--- config.mk ---
export PLATFORM = sky130hd
export DESIGN_NAME = bp_me_dma_initiator
export DESIGN_NICKNAME = d
export VERILOG_FILES = /design/src/rtl/bp_me_dma_initiator.sv
export SDC_FILE = /design/constraint.sdc
export NUM_CORES = 1
export LEC_CHECK = 0
export ABC_AREA = 0
export BUFFER_PORTS_ARGS = -buffer_cell sky130_fd_sc_hd__buf_2
export CAP_MARGIN = 20
export CORE_AREA = 3 3 480 482
export CTS_BUF_LIST = sky130_fd_sc_hd__clkbuf_8 sky130_fd_sc_hd__clkbuf_16
export DETAILED_ROUTE_END_ITERATION = 16
export DIE_AREA = 0 0 483 485
export MAX_ROUTING_LAYER = met4
export PLACE_DENSITY = 0.3
export SLEW_MARGIN = 5
export SYNTH_ARGS = -nofsm -noshare
export SYNTH_HDL_FRONTEND = slang
export SYNTH_SLANG_ARGS = --single-unit
--- constraint.sdc ---
create_clock -name clk_i -period 3.5 [get_ports clk_i]
set_input_delay 0.7 -clock clk_i [delete_from_list [all_inputs] [get_ports clk_i]]
set_output_delay 0.7 -clock clk_i [all_outputs]
set_load 0.02 [all_outputs]
--- src/rtl/bp_me_dma_initiator.sv ---
// Block-level DMA initiator: turns one block read/write request into a DMA packet
// plus a burst of fill-width data beats, then returns a single block completion.
module bp_me_dma_initiator #(
    parameter int daddr_width_p        = 28,
    parameter int fill_width_p         = 64,
    parameter int block_size_in_fill_p = 8,
    localparam int blockWidthLp        = fill_width_p * block_size_in_fill_p,
    localparam int dmaPktWidthLp       = 1 + daddr_width_p
) (
    input  logic                     clk_i,
    input  logic                     reset_n_i,

    input  logic                     req_v_i,
    output logic                     req_ready_and_o,
    input  logic                     req_write_not_read_i,
    input  logic [daddr_width_p-1:0] req_addr_i,
    input  logic [blockWidthLp-1:0]  req_data_i,

    output logic                     resp_v_o,
    input  logic                     resp_ready_and_i,
    output logic                     resp_write_not_read_o,
    output logic [blockWidthLp-1:0]  resp_data_o,

    output logic [dmaPktWidthLp-1:0] dma_pkt_o,
    output logic                     dma_pkt_v_o,
    input  logic                     dma_pkt_yumi_i,

    input  logic [fill_width_p-1:0]  dma_data_i,
    input  logic                     dma_data_v_i,
    output logic                     dma_data_ready_and_o,

    output logic [fill_width_p-1:0]  dma_data_o,
    output logic                     dma_data_v_o,
    input  logic                     dma_data_yumi_i
);

    localparam int cntWidthLp   = (block_size_in_fill_p > 1) ? $clog2(block_size_in_fill_p) : 1;
    localparam int offsetBitsLp = $clog2(blockWidthLp / 8);
    localparam logic [cntWidthLp-1:0]    lastBeatLp  = cntWidthLp'(block_size_in_fill_p - 1);
    localparam logic [daddr_width_p-1:0] addrMaskLp  = {daddr_width_p{1'b1}} << offsetBitsLp;

    typedef enum logic [2:0] {
        e_ready,
        e_send_pkt,
        e_write_data,
        e_read_data,
        e_resp
    } state_e;

    state_e                    state_q, state_d;
    logic                      writeNotRead_q, writeNotRead_d;
    logic [daddr_width_p-1:0]  addr_q, addr_d;
    logic [blockWidthLp-1:0]   data_q, data_d;
    logic [cntWidthLp-1:0]     beatCnt_q, beatCnt_d;
    logic                      readyEn_q;

    // readyEn_q keeps req_ready low while reset is held and until the first clock after release
    always_ff @(posedge clk_i or negedge reset_n_i) begin
        if (!reset_n_i) begin
            state_q        <= e_ready;
            writeNotRead_q <= 1'b0;
            addr_q         <= '0;
            data_q         <= '0;
            beatCnt_q      <= '0;
            readyEn_q      <= 1'b0;
        end else begin
            state_q        <= state_d;
            writeNotRead_q <= writeNotRead_d;
            addr_q         <= addr_d;
            data_q         <= data_d;
            beatCnt_q      <= beatCnt_d;
            readyEn_q      <= 1'b1;
        end
    end

    always_comb begin
        state_d        = state_q;
        writeNotRead_d = writeNotRead_q;
        addr_d         = addr_q;
        data_d         = data_q;
        beatCnt_d      = beatCnt_q;

        case (state_q)
            e_ready: begin
                if (req_v_i && req_ready_and_o) begin
                    writeNotRead_d = req_write_not_read_i;
                    addr_d         = req_addr_i & addrMaskLp;
                    data_d         = req_data_i;
                    state_d        = e_send_pkt;
                end
            end
            e_send_pkt: begin
                if (dma_pkt_yumi_i) begin
                    beatCnt_d = '0;
                    state_d   = writeNotRead_q ? e_write_data : e_read_data;
                end
            end
            e_write_data: begin
                if (dma_data_yumi_i) begin
                    if (beatCnt_q == lastBeatLp) begin
                        state_d = e_resp;
                    end else begin
                        beatCnt_d = beatCnt_q + cntWidthLp'(1);
                    end
                end
            end
            e_read_data: begin
                if (dma_data_v_i) begin
                    data_d[beatCnt_q*fill_width_p +: fill_width_p] = dma_data_i;
                    if (beatCnt_q == lastBeatLp) begin
                        state_d = e_resp;
                    end else begin
                        beatCnt_d = beatCnt_q + cntWidthLp'(1);
                    end
                end
            end
            e_resp: begin
                if (resp_ready_and_i) begin
                    state_d = e_ready;
                end
            end
            default: state_d = e_ready;
        endcase
    end

    assign req_ready_and_o       = (state_q == e_ready) && readyEn_q;
    assign dma_pkt_v_o           = (state_q == e_send_pkt);
    assign dma_pkt_o             = {writeNotRead_q, addr_q};
    assign dma_data_v_o          = (state_q == e_write_data);
    assign dma_data_o            = data_q[beatCnt_q*fill_width_p +: fill_width_p];
    assign dma_data_ready_and_o  = (state_q == e_read_data);
    assign resp_v_o              = (state_q == e_resp);
    assign resp_write_not_read_o = writeNotRead_q;
    assign resp_data_o           = data_q;

endmodule

* Word-level counts from Yosys, hierarchy flattened
Index checks and enable logic that the tools add are counted.
Word-level totals: logic and storage cells 47, flip-flop bits (word level) 542, input bits 612
Cells by class: reductions and logical operators 9, equal/unequal tests 10, add/subtract/negate cells 2, mux-type cells 17, shift-type cells 3
Operators by type and width (number):
- 2-to-1 mux 512 bit | 2
- case mux 512 bit (2 select lines) | 1
- bitwise mux 512 bit | 1
- variable shift 64 x 34 -> 512 bit, first input constant | 1
- indexed part select 512 x 10 -> 64 bit | 1
- indexed part select 64 x 34 -> 512 bit | 1
- negation 9 -> 34 bit | 1
- 2-to-1 mux 3 bit | 10
- case mux 3 bit (5 select lines) | 1
- case mux 3 bit (3 select lines) | 1
- equality test 3 x 2 -> 1 bit, second input constant | 2
- equality test 3 bit, second input constant | 2
- inequality test 2 x 1 -> 1 bit, second input constant | 3
- AND reduction 5 bit | 1
- inequality test 2 bit, second input constant | 2
- AND reduction 4 bit | 1
- adder 3 x 1 -> 3 bit, second input constant | 1
- equality test 3 x 1 -> 1 bit, second input constant | 1
- zero test 3 bit | 1
- AND reduction 3 bit | 1
- nonzero test 3 bit | 1
- logical AND 1 bit | 2
- AND reduction 2 bit | 1
- nonzero test 2 bit | 1
- 2-to-1 mux 1 bit | 1

* Logic depth before layout (Yosys ltp)
Gate-level depths: netlist of run 1.
word-level depth 5, mapped depth 13

* Worst setup path after synthesis of run 1
Ideal clock, no wire load.
kind register to register, start point register beatCnt_q[1], end point register data_q[388], in the netlist resp_data_o[388], path buffers 4, clock period less this slack 3265 ps, path slack 235 ps, arrival 3137 ps, cell stages (with the launch flop) 11, library setup time 127 ps, path through dfrtp_1 > clkbuf_1 > clkbuf_1 > inv_1 > ha_1 > ha_1 > buf_2 > or3_1 > a21oi_4 > buf_6 > mux2_1
On the way: cells in the longest elaborated chain, start to end 5
RTL lines:
- start: declaration | RTL line 54 | logic [cntWidthLp-1:0] beatCnt_q, beatCnt_d;
- start signal: assignment | RTL line 71 | beatCnt_q <= beatCnt_d;
- negation 9 -> 34 bit (*) | RTL line 109 | data_d[beatCnt_q*fill_width_p +: fill_width_p] = dma_data_i;
- indexed part select 64 x 34 -> 512 bit or variable shift 64 x 34 -> 512 bit (tied branches) | RTL line 109
- bitwise mux 512 bit (*) | RTL line 109
- 2-to-1 mux 512 bit (*) | RTL line 108 | if (dma_data_v_i) begin
- case mux 512 bit (2 select lines) (*) | RTL line 83 | case (state_q)
- end signal: assignment | RTL line 70 | data_q <= data_d;
- end: declaration | RTL line 53 | logic [blockWidthLp-1:0] data_q, data_d;
Every way passes the cells marked *; elsewhere a longest branch is shown, timed or not. The select of a mux whose other input is x is not followed. A chain may end at the register's enable or synchronous reset.

* Worst setup path in the final report of run 1
start point register beatCnt_q[0], end point register data_q[164], in the netlist resp_data_o[164]
Same word-level chain as after synthesis.

==> impl_metrics.yaml, run 1 <==
sta:
  drv_slew: 0
  finalHoldViolations: 0
  tightest_slew_ps: 842.6
  max-slew-margin-rel_pct: 43.82
  finalClockSkew_ps: 27.29
  fmax_mhz: 296.2
  worst_slack_ps: 124.2
  rsz0062_at_grt: "yes"
  period_minus_slack_ps: 3376
  setup_violations: 0
  finalCritPeriodShare_pct: 96.45
route:
  drt-initial-drc-count: 1918
  num_vias: 29010
  drtPass1Iterations: 5
  drtAntennaViolNets: 0
  drc_errors: 0
  wirelength_um: 233200
  vias_per_cell: 4.242
  wire_per_inst_um: 34.10
cts:
  clock_tree.htree_level_count: 3
  clkTransAtPathRegs_ps: 60
  cts_root_buf: "clkbuf_16"
  tritoncts: "done"
  clock_sinks: 542
  clockBufferDepth: 3
  insertion_delay_ps: 700
  cts_inserted_buffers: 82
floorplanning:
  io_pins: 1223
  rows: 175
  initial_core_util_pct: 12.54
  dieArea_um2: 234300
  die_h_um: 485
  chipWidth_um: 483
  core_um2: 226800
finish:
  multi_input_area_um2: 13610
  fin_util_pct: 18.65
  nets: 4317
  seq_area_um2: 13570
  drive_above_1_share_pct: 48.29
  finalNonFillerCells: 6839
  syn_to_final_growth_pct: 48.80
  fill_cells: 25420
  stdcell_area_um2: 42310
  final_common_cell: "buf_2"
  final_cell_mix: "1209 x buf_2, 539 x dfrtp_1, 258 x nor2_1, 258 x a21oi_1, 248 x a22oi_1"
pwr:
  ir_worst_vdd_mv: 0.4600
  leakage_uw: 0.01873
  p_total_uw: 51990
  power.density_nw_per_um2: 1229
worst_setup_path:
  r2r_start: "beatCnt_q[0]$_DFFE_PN0P_"
  worstPathArrival_ps: 3940
  path_max_fanout: 64
  crit_type: "reg -> reg"
  end_kind: "flip-flop"
  r2r-end: "resp_data_o[164]$_DFFE_PN0P_"
  r2r_cells: 10
  ff2ff_setup_slack_ps: 120
  required_ps: 4070
  critPathLaunchType: "flip-flop"
hold_path:
  hold_path_depth: 2
  hold_end: "state_q[2]$_DFFE_PN0P_"
  hold_path.class: "in -> reg"
  min_from: "resp_ready_and_i"
synthesis:
  ys_seq_elements: 542
  synth-edff-count: 0
  postSynthCellCount: 2562
  synth_top_area_cell: "dfrtp_1"
  yosys-top-cells-area: "dfrtp_1 48%, mux4_2 10%, a22oi_1 6.5%"
  avgSynthCellArea_um2: 11.10
  ys_seq_area_share_pct: 47.70
  syn-cell-area_um2: 28430
  synth_top_area_share_pct: 47.70
  synth-async-reset-ratio_pct: 100.0
  yosysUniqueCellTypes: 52
  yosysWarningCount: 0
  yosys_most_used_dff: "dfrtp_1"
grt:
  antenna_found_initial: 84
  grt_use_total_pct: 19.71
  grt_start_max_net_pins: 69
  grt_pass1_wl_um: 303400
  grt_overflow: 0
  grt_pass1_vias: 30010
flow_run:
  maxCapViolCount: 0
placement:
  dpl.cell_count: 6585
  placed_cell_area_um2: 38650
  gp_congestion: 0.8594
  dp_slack_ps: 260.4
  hpwl_um: 171500
  portBuffers: 1210
outcome:
  outcome: "finished, final reports clean"
[cell families (layout without fill, tap and decap cells)]
family | after synthesis | count (layout) | synth area share [%]
compound gates | 852 | 852 | 21.19
fa+ha+maj | 5 | 5 | 0.2200
buf+inv | 326 | 1524 | 5.122
flops | 542 | 542 | 47.70
mux | 346 | 346 | 18.76
other cells | 2 | 72 | 0.02641
simple gates | 489 | 489 | 6.983
[critical path, cell delays in order (launching register included)]
cell	delay, ps
dfrtp_4	470
buf_12	170
buf_4	190
inv_1	90
ha_1	230
ha_1	290
nand2b_1	300
o31ai_1	520
nand2_4	90
buf_12	220
mux2_2	450
[Yosys cell counts, types with 4 or more instances]
cell type	instances
a32oi_1	8
buf_4	13
dfrtp_1	542
a2bb2oi_1	64
nor2_1	259
mux2_1	60
buf_1	44
a22o_1	192
a21oi_1	259
o22ai_1	64
mux2_2	155
clkbuf_1	144
mux4_2	128
ha_1	5
o21ai_0	4
inv_1	8
a221oi_1	4
buf_6	6
a22oi_1	248
buf_2	111
nand2_1	200
[state kept, by name (all words and copies together), names as in the netlist]
name                   count
addr_q                    22
state_q                    3
resp_data_o              512
resp_write_not_read_o      1
beatCnt_q                  3
readyEn_q                  1
[stage by stage]
| step | TNS [ps] | hold WS [ps] |
|---|---|---|
| floorplan | 0 | 404.4 |
| global placement | 0 | 482.7 |
| detailed placement | 0 | 486.5 |
| CTS | -82.36 | 119.6 |
| global route | -20.45 | 159.2 |
| finish | 0 | 223.5 |
[how the worst max path moves through the flow]
stage / depth (start not counted) / slack [ps] / endpoint / startpoint
after floorplan: 10 / 240 / resp_data_o[388]$_DFFE_PN0P_ / beatCnt_q[1]$_DFFE_PN0P_
after global placement: 9 / 280 / resp_data_o[242]$_DFFE_PN0P_ / beatCnt_q[0]$_DFFE_PN0P_
after detailed placement: 9 / 260 / resp_data_o[242]$_DFFE_PN0P_ / beatCnt_q[0]$_DFFE_PN0P_
after CTS: 5 / -30 / dma_data_o[62] / beatCnt_q[1]$_DFFE_PN0P_
after global routing: 7 / -10 / dma_data_o[57] / beatCnt_q[0]$_DFFE_PN0P_
final: 10 / 120 / resp_data_o[164]$_DFFE_PN0P_ / beatCnt_q[0]$_DFFE_PN0P_
[power breakdown]
group | internal, µW | total, µW | switching (µW)
sequential | 9430 | 12800 | 3400
clock | 5180 | 8720 | 3540
combinational | 11000 | 30400 | 19400
[cell type report]
type	count	share of cell area, %
Tap cell	3009	8.898
Multi-Input combinational cell	1699	32.16
Inverter	8	0.09463
Timing Repair Buffer	1367	19.80
Antenna cell	65	0.3844
Clock buffer	112	5.905
Sequential cell	542	32.08
Clock inverter	37	0.6713
[per-layer routing]
layer	part of all wire (%)	global-route usage (%)	up-vias
met1	39	22.38	15290
met2	48	32.20	1432
li1	-	-	12040
met3	9.5	7.365	257
met4	3.4	6.014	0
met5	0	-	-
[what timing repair did]
action,CTS,global route
cloned,10,1
setup endpoints to repair,50,74
hold endpoints to repair,37,0
hold buffers,1,0
pin swaps,2,2
resized for setup,31,4
setup buffers,21,7
No activity file was read; power rests on OpenSTA's default activity.
==> inputs of run 2 (changes only) <==
--- a/config.mk
+++ b/config.mk
@@ -6,12 +6,12 @@
 export NUM_CORES = 1
 export LEC_CHECK = 0
 export ABC_AREA = 0
-export BUFFER_PORTS_ARGS = -buffer_cell sky130_fd_sc_hd__buf_2
 export CAP_MARGIN = 20
-export CORE_AREA = 3 3 480 482
+export CORE_AREA = 3 3 474 476
 export CTS_BUF_LIST = sky130_fd_sc_hd__clkbuf_8 sky130_fd_sc_hd__clkbuf_16
 export DETAILED_ROUTE_END_ITERATION = 16
-export DIE_AREA = 0 0 483 485
+export DIE_AREA = 0 0 477 479
+export DONT_BUFFER_PORTS = 1
 export MAX_ROUTING_LAYER = met4
 export PLACE_DENSITY = 0.3
 export SLEW_MARGIN = 5
==> impl_metrics.yaml, run 2 (synthesized netlist as in run 1, its figures left out) <==
worst_setup_path:
  critPathLaunchType: "flip-flop"
  r2r-end: "resp_data_o[295]$_DFFE_PN0P_"
  r2r_start: "beatCnt_q[0]$_DFFE_PN0P_"
  end_kind: "primary output"
  crit_type: "reg -> out"
  worstPathArrival_ps: 2650
  required_ps: 2800
  ff2ff_setup_slack_ps: 310
  r2r_cells: 9
  path_max_fanout: 48
finish:
  drive_above_1_share_pct: 21.23
  nets: 3044
  final_cell_mix: "539 x dfrtp_1, 258 x nor2_1, 258 x a21oi_1"
  final_common_cell: "dfrtp_1"
  largest_register_ffs: 512
  finalNonFillerCells: 5474
  syn_to_final_growth_pct: 22.72
  fill_cells: 24740
floorplanning:
  initial_core_util_pct: 12.84
  die_h_um: 479
  dieArea_um2: 228500
  chipWidth_um: 477
  io_pins: 1223
  core_um2: 221400
  rows: 173
placement:
  hpwl_um: 153400
  gp_congestion: 0.8874
  portBuffers: 0
  dpl.cell_count: 5311
cts:
  clock_sinks: 542
  clockBufferDepth: 3
  cts_inserted_buffers: 78
  cts_root_buf: "clkbuf_16"
  clkTransAtPathRegs_ps: 60
  clock_tree.htree_level_count: 3
  tritoncts: "done"
  insertion_delay_ps: 670
hold_path:
  hold_path.class: "in -> async"
sta:
  finalCritPeriodShare_pct: 95.61
  drv_slew: 272
  setup-tns-final_ps: 0
  period_minus_slack_ps: 3346
  max-slew-margin-rel_pct: -49.22
  rsz0062_at_grt: "no"
  tightest_slew_ps: 2238
  finalClockSkew_ps: 26.33
  setup_violations: 0
  fmax_mhz: 298.8
  whs_ps: -242.6
  finalHoldViolations: 215
outcome:
  outcome: "complete, but fails checks"
  violations: "negative hold slack, max-slew violations"
route:
  drt-initial-drc-count: 1926
  wirelength_um: 209800
  vias_per_cell: 4.339
  wire_per_inst_um: 38.33
  drtAntennaViolNets: 0
  num_vias: 23750
  drc_errors: 0
  drtPass1Iterations: 8
grt:
  grt_use_total_pct: 18.06
  antenna_found_initial: 28
  grt_pass1_wl_um: 269500
  grt_pass1_vias: 24130
  grt_overflow: 0
  grt_start_max_net_pins: 543
pwr:
  ir_worst_vdd_mv: 0.5476
  leakage_uw: 0.01330
  power.density_nw_per_um2: 1321
flow_run:
  maxCapViolCount: 0
## run 2: final cells by class
type,instances,area (µm²),area share [%]
timing repair buffer,98,1386,3.973
antenna,21,52.55,0.1506
inverter,8,40.04,0.1147
tap,2975,3722,10.67
multi-input combinational,1699,13590,38.94
clock buffer,92,2178,6.242
sequential,542,13570,38.90
clock inverter,39,354.1,1.015
## run 2: repair_timing
action                                 in CTS  in global routing
cloned                                      2                  1
buffers inserted                            8                  0
resized for setup                          13                  2
endpoints found under the hold margin     542                542
setup endpoints to repair                  28                  4
## run 2: critical path, cell delays in order (launching register included)
cell     delay (ps)
dfrtp_4         540
buf_12          280
mux4_2          400
nand2_1         250
nand2_1         260
## run 2: how the worst max path moves through the flow
| stage | end | startpoint | depth (start not counted) | slack, ps |
|---|---|---|---|---|
| floorplan | resp_data_o[388]$_DFFE_PN0P_ | beatCnt_q[1]$_DFFE_PN0P_ | 10 | 240 |
| global placement | resp_data_o[430]$_DFFE_PN0P_ | beatCnt_q[0]$_DFFE_PN0P_ | 8 | 520 |
| detailed placement | resp_data_o[428]$_DFFE_PN0P_ | beatCnt_q[0]$_DFFE_PN0P_ | 8 | 500 |
| CTS | dma_data_o[53] | beatCnt_q[0]$_DFFE_PN0P_ | 4 | 4 |
| global route | dma_data_o[63] | beatCnt_q[0]$_DFFE_PN0P_ | 6 | 6 |
| finish | dma_data_o[42] | beatCnt_q[1]$_DFFE_PN0P_ | 4 | 150 |
## run 2: power by group
group          internal (µW)  switching, µW
Clock                   4830           3410
Combinational           7690          11200
Sequential              9300           9660
## run 2: metrics by stage
stage / area (µm²) / total power (µW) / utilization [%] / setup slack [ps] / hold slack (ps)
6_report: 34900 / 46080 / 15.76 / 153.7 / -242.6
5_1_grt: 34890 / 48390 / 15.75 / 6.008 / -350.0
4_1_cts: 34810 / 46880 / 15.72 / 4.152 / -376.7
3_5_place_dp: 32080 / 38000 / 14.49 / 503.6 / 437.0
3_3_place_gp: 32080 / 37890 / 14.49 / 519.7 / 439.2
2_1_floorplan: 28450 / 27860 / - / 235.4 / 404.4
## run 2: routing by layer
layer  vias up  wire length, µm  global-route usage [%]
met5         -                0                       -
met4         0             8064                   6.625
met3       244            21730                   7.580
met2      1415           101000                   29.24
met1     12690            79050                   19.76
li1       9398                -                       -
